**src/rtl/top_level_asic.sv**
```systemverilog
// -----------------------------------------------------------------------------
// top_level_asic
// Single-operand Fibonacci engine. After reset is released it computes
// v0 = fib(a0_init) by pushing k = n, n-1 .. 2 onto an internal stack and then
// popping them back off. This mirrors the unwinding of a recursive evaluation.
// Each pop advances the pair (v0, a1) by one Fibonacci step.
//
// Ports:
//   clk          system clock, rising edge
//   reset_button asynchronous active-low reset (the only reset)
//   a0_init      operand n (unsigned); sampled only in the LOAD state
//   v0           result; shows intermediate values while busy
//   done         high once v0 holds fib(n); held until the next reset
// -----------------------------------------------------------------------------
module top_level_asic #(
   parameter int WIDTH       = 32,
   parameter int STACK_DEPTH = 32
) (
   input  logic             clk,
   input  logic             reset_button,
   input  logic [WIDTH-1:0] a0_init,
   output logic [WIDTH-1:0] v0,
   output logic             done
);

   localparam int               SP_W  = $clog2(STACK_DEPTH + 1);
   localparam logic [WIDTH-1:0] N_MAX = WIDTH'(STACK_DEPTH + 1);

   typedef enum logic [1:0] {
      LOAD = 2'd0,
      PUSH = 2'd1,
      POP  = 2'd2,
      DONE = 2'd3
   } state_t;

   state_t           state_reg, state_next;
   logic [WIDTH-1:0] n_reg;
   logic [WIDTH-1:0] k_reg;
   logic [WIDTH-1:0] a1_reg;
   logic [WIDTH-1:0] v0_reg;
   logic [SP_W-1:0]  sp_reg;
   logic             done_reg;

   logic [WIDTH-1:0] n_load;
   logic [SP_W-1:0]  sp_m1;
   logic [WIDTH-1:0] pop_val;
   logic [STACK_DEPTH-1:0][WIDTH-1:0] stack_q;

   // Clamp keeps the push count within the stack depth.
   assign n_load = (a0_init > N_MAX) ? N_MAX : a0_init;
   assign sp_m1  = sp_reg - SP_W'(1);

   // Stack storage: one register per entry. Each entry is written on a push
   // at its index, and cleared on the pop that reads it.
   generate
      for (genvar gi = 0; gi < STACK_DEPTH; gi++) begin : g_stack
         logic [WIDTH-1:0] entry_reg;

         always_ff @(posedge clk or negedge reset_button) begin
            if (!reset_button) begin
               entry_reg <= '0;
            end else if (state_reg == PUSH && sp_reg == SP_W'(gi)) begin
               entry_reg <= k_reg;
            end else if (state_reg == POP && sp_m1 == SP_W'(gi)) begin
               entry_reg <= '0;
            end
         end

         assign stack_q[gi] = entry_reg;
      end
   endgenerate

   // Top-of-stack read. When sp is 0, sp-1 wraps past every index and the
   // result is zero; that case only occurs outside POP.
   always_comb begin
      pop_val = '0;
      for (int i = 0; i < STACK_DEPTH; i++) begin
         if (sp_m1 == SP_W'(i)) begin
            pop_val = stack_q[i];
         end
      end
   end

   // Next-state logic
   always_comb begin
      state_next = state_reg;
      case (state_reg)
         LOAD: state_next = (n_load < WIDTH'(2)) ? DONE : PUSH;
         PUSH: if (k_reg == WIDTH'(2)) state_next = POP;
         // The bottom entry holds n, so popping it ends the unwind.
         POP:  if (pop_val == n_reg) state_next = DONE;
         DONE: state_next = DONE;
         default: state_next = LOAD;
      endcase
   end

   // State register and datapath
   always_ff @(posedge clk or negedge reset_button) begin
      if (!reset_button) begin
         state_reg <= LOAD;
         n_reg     <= '0;
         k_reg     <= '0;
         a1_reg    <= '0;
         v0_reg    <= '0;
         sp_reg    <= '0;
         done_reg  <= 1'b0;
      end else begin
         state_reg <= state_next;
         done_reg  <= (state_next == DONE);
         case (state_reg)
            LOAD: begin
               n_reg <= n_load;
               if (n_load == '0) begin
                  v0_reg <= '0;
               end else if (n_load == WIDTH'(1)) begin
                  v0_reg <= WIDTH'(1);
               end else begin
                  k_reg  <= n_load;
                  v0_reg <= WIDTH'(1);
                  a1_reg <= '0;
               end
            end
            PUSH: begin
               sp_reg <= sp_reg + SP_W'(1);
               k_reg  <= k_reg - WIDTH'(1);
            end
            POP: begin
               sp_reg <= sp_m1;
               v0_reg <= v0_reg + a1_reg;
               a1_reg <= v0_reg;
            end
            default: ;
         endcase
      end
   end

   assign v0   = v0_reg;
   assign done = done_reg;

endmodule

```
**config.mk**
```make
export PLATFORM = sky130hd
export DESIGN_NAME = top_level_asic
export DESIGN_NICKNAME = d
export VERILOG_FILES = /design/src/rtl/top_level_asic.sv
export SDC_FILE = /design/constraint.sdc
export NUM_CORES = 2
export LEC_CHECK = 0
export ABC_AREA = 1
export ABC_CLOCK_PERIOD_IN_PS = 4500
export BUFFER_PORTS_ARGS = -buffer_cell sky130_fd_sc_hd__buf_2
export CAP_MARGIN = 30
export CORE_MARGIN = 10
export CORE_UTILIZATION = 45
export CTS_BUF_LIST = sky130_fd_sc_hd__clkbuf_8
export DETAILED_ROUTE_END_ITERATION = 10
export GPL_ROUTABILITY_DRIVEN = 0
export PLACE_DENSITY = 0.6
export SYNTH_ARGS = -nofsm -noshare
export SYNTH_HDL_FRONTEND = slang
export SYNTH_SLANG_ARGS = --single-unit
```
**constraint.sdc**
```tcl
create_clock -name clk -period 4.5 [get_ports clk]
set_clock_uncertainty 0.15 [all_clocks]
set_input_delay 0.225 -clock clk [delete_from_list [all_inputs] [get_ports clk]]
set_output_delay 0.225 -clock clk [all_outputs]
set_load 0.01 [all_outputs]
```
==> impl_results.md <==
- Status: finished, violations left
- Failing checks: negative setup slack
- Root Buffer: clkbuf_8
- Clk buf depth: 3
- CP max stage delay: about 0.38 ns
- Reg-to-reg setup timing slack: -0.82 ns
- 1st-pass router iterations: 6
- Die Span X: roughly 370 um
- Max FO, Critical Path: 5
- Die Footprint: between 0.1 and 0.15 mm2
- Min-Delay Path Class: in -> reg
- Slowest stage cell on the critical path: dfrtp_1
- Num CTS Buffers: about 200
- Vias in the first global route: between 50000 and 60000
- Register area share after synthesis: about half
- Max reg flops: 1024
- IO buf count: 66
- Hold wc startpoint: a0_init[13]
- Largest net degree at the start of global routing: approximately 140
- Peak supply drop: between 0.0003 and 0.0004 V
- Number of synthesized flops with an enable pin: 0
- Most frequent CP cell: nand2_2
- Minimum clock period: between 5 and 6 ns
- Top Ports: 67
- Residual DRC: 0
- Fillers: 11470
- Hold Path Cell Cnt: 7
- Post-Synthesis Cells: roughly 7100
- TritonCTS clock tree: yes
- Initial antenna violation count: 5
- Iteration-0 DRC Markers: just under 5000
- GRT overflow: 0
- Final Cycle Share: 118.3%
- CTS clk-pin slew, worst paths: 0.06 ns
- Leak Pwr: 0.03259 uW
- Mean Syn Cell Area: between 7 and 8 um2
- Starting Density: between 40% and 50%
- Cell variety after synth: around 50
- YS warnings: 0
- DRT Wirelength: 191800 um
- Sink Count: around 1200
- R2R Path End: done
- Slew @ Worst Pin: about 1.1 ns
- H-tree depth: 4
- Cell Area, Synth: 0.05653 mm2
- Crit path kind: reg -> reg
- Final setup viols: 2
- Clk_lat worst skew: 0.94 ns
- Final Hold Vio Count: 0
- Mapped Nets: between 7000 and 8000
- Max Cap Viol: 0
- WHS Endpoint: n_reg[0]
- First-pass GRT wire length: between 200000 and 300000 um
- Peak Freq: 187.9 MHz
- Synth Flop Type: dfrtp_1
- Required @ worst endpoint: 5.21 ns
- Setup TNS: -1.557 ns
- Vias per cell: 5.544
- Core footprint: 0.1243 mm2
- CP arrival: just over 6 ns
- Nets: approximately 7500
- Die H: around 370 um
- Row cnt: roughly 130
- Max_slew headroom: 28.66%
- RSZ-0062 raised after global routing: true
- Max-slew violations: 0
- Total GRT Usage: about a quarter
- Reg2Reg Launch Point: sp_reg[0]
- Pwr Density: between 300 and 400 mW/mm2
- Type of destination of the critical path: flop
- Worst-case reg-to-reg path depth: 50
- Wire per inst: around 21 um
- DP HPWL: 123400 um
- Antenna-violating nets left: 0
- DR vias: 51090
- Slack of the critical path: -0.8219 ns
- Yosys reg bits: between 1000 and 1500
- Synthesis-to-layout area growth: 21.20%
- Ys async rst share: 100.0%
- Share of cells above drive strength 1: about a fifth
- Crit path launch type: flop
- Util after Layout: a little under three fifths
## area by class of cell
| type | count | area [um2] | share of cell area [%] |
|---|---|---|---|
| well taps | 1637 | 2048 | 2.989 |
| repair buffers | 592 | 5319 | 7.763 |
| diodes | 2 | 5.005 | 0.007305 |
| flip-flops and latches | 1161 | 29050 | 42.41 |
| multi-input cells | 3839 | 21760 | 31.76 |
| clock buffers | 273 | 3757 | 5.484 |
| clock inverters | 93 | 485.5 | 0.7086 |
| inverters | 1617 | 6087 | 8.884 |
## cell families after synthesis
| group | count (synthesis) | share of synthesized area [%] |
|---|---|---|
| compound gates | 1736 | 18.02 |
| buf+inv | 2117 | 14.27 |
| flops | 1161 | 51.39 |
| fa+ha+maj | 44 | 0.9871 |
| xor+xnor | 29 | 0.4626 |
| simple gates | 2029 | 14.87 |
## worst max-delay path, delay by kind of cell, from the launching register on
family	cells	cell delay [ns]
DFF	1	0.38
buffers and inverters	7	0.80
adders and majority gates	1	0.19
and+or+nand+nor	41	3.51
AOI/OAI and AO/OA	1	0.15
## cell usage after synthesis (2+ instances only)
| library cell | n | area share, % |
|---|---|---|
| buf_2 | 68 | 0.60 |
| nand3_1 | 445 | 3.9 |
| ha_1 | 43 | 0.95 |
| a21oi_1 | 67 | 0.59 |
| nor3_1 | 12 | 0.11 |
| nor4_1 | 10 | 0.11 |
| nand4_1 | 13 | 0.14 |
| nand2_1 | 1354 | 9.0 |
| o21bai_1 | 3 | 0.040 |
| nand3b_1 | 10 | 0.13 |
| buf_4 | 6 | 0.080 |
| inv_2 | 10 | 0.066 |
| buf_6 | 2 | 0.040 |
| nand2_2 | 7 | 0.077 |
| clkbuf_1 | 417 | 2.8 |
| o21ai_1 | 64 | 0.57 |
| o32ai_1 | 5 | 0.077 |
| o21ai_0 | 491 | 4.3 |
| clkinv_1 | 25 | 0.17 |
| inv_1 | 1582 | 11 |
| o221ai_1 | 4 | 0.062 |
| nor2_8 | 2 | 0.071 |
| o22ai_1 | 1048 | 12 |
| nor2_4 | 5 | 0.10 |
| o211ai_1 | 12 | 0.16 |
| o31ai_1 | 30 | 0.40 |
| xnor2_1 | 12 | 0.19 |
| a31oi_1 | 2 | 0.022 |
| xor2_1 | 16 | 0.25 |
| nor2_1 | 164 | 1.1 |
| and2_1 | 2 | 0.022 |
| buf_1 | 7 | 0.046 |
| dfrtp_1 | 1161 | 51 |
| a22oi_1 | 2 | 0.027 |
## how the worst max path moves through the flow
stage	start	endpoint	slack, ns	cells after the start
4_1_cts	sp_reg[1]	done	-0.81	52
6_report	sp_reg[0]	done	-0.82	50
3_5_place_dp	sp_reg[0]	done	-1.48	49
2_1_floorplan	sp_reg[0]	done	0.24	49
3_3_place_gp	sp_reg[0]	done	-1.43	49
5_1_grt	sp_reg[0]	done	-1.16	50
## cells in the final DEF, fill, tap and decap left out, types with 45 or more instances in the layout
cell / instances
a21oi_1: 60
buf_12: 49
buf_2: 65
buf_4: 414
clkbuf_8: 273
dfrtp_1: 1160
inv_1: 1620
inv_2: 47
nand2_1: 1125
nand2_2: 223
nand3_1: 238
nand3_2: 197
nor2_1: 128
o21ai_0: 450
o21ai_1: 45
o21ai_2: 58
o22ai_1: 1047
## power breakdown
part           internal (uW)  total [uW]  leakage, uW  switching (uW)
Combinational            733        2450       0.0143            1720
Clock                   5500       10100      0.00244            4590
Sequential             10500       10500       0.0159            36.5
## stage by stage
step | total power, uW | std cells | hold slack (ns) | worst slack [ns] | area [um2]
floorplan | 11720 | 7116 | -0.2206 | 0.2414 | 56530
global placement | 12740 | 8758 | 0.1290 | -1.427 | 60780
detailed placement | 12780 | 8769 | 0.1022 | -1.484 | 61010
CTS | 22990 | 9177 | 0.004827 | -0.8102 | 66800
global route | 23940 | 9214 | 0.1424 | -1.160 | 68510
finish | 23070 | 9214 | 0.08207 | -0.8219 | 68510
## per-layer routing
metal	vias up	share of wire (%)	wire length, um	global-route usage, %
li1	23610	-	-	-
met1	25090	43	82080	36.56
met2	1971	46	88460	41.82
met3	420	7.6	14530	5.210
met4	0	3.5	6701	9.439
met5	-	0	0	0
## repair_timing
item / 4_1_cts / 5_1_grt
pin swaps: 102 / 248
hold endpoints to repair: 1174 / 0
resized for setup: 302 / 386
buffers inserted: 25 / 32
setup endpoints to repair: 7 / 10
hold buffers: 14 / 0
cloned: 5 / 6
Note: power is estimated with default switching activity, not from simulation.
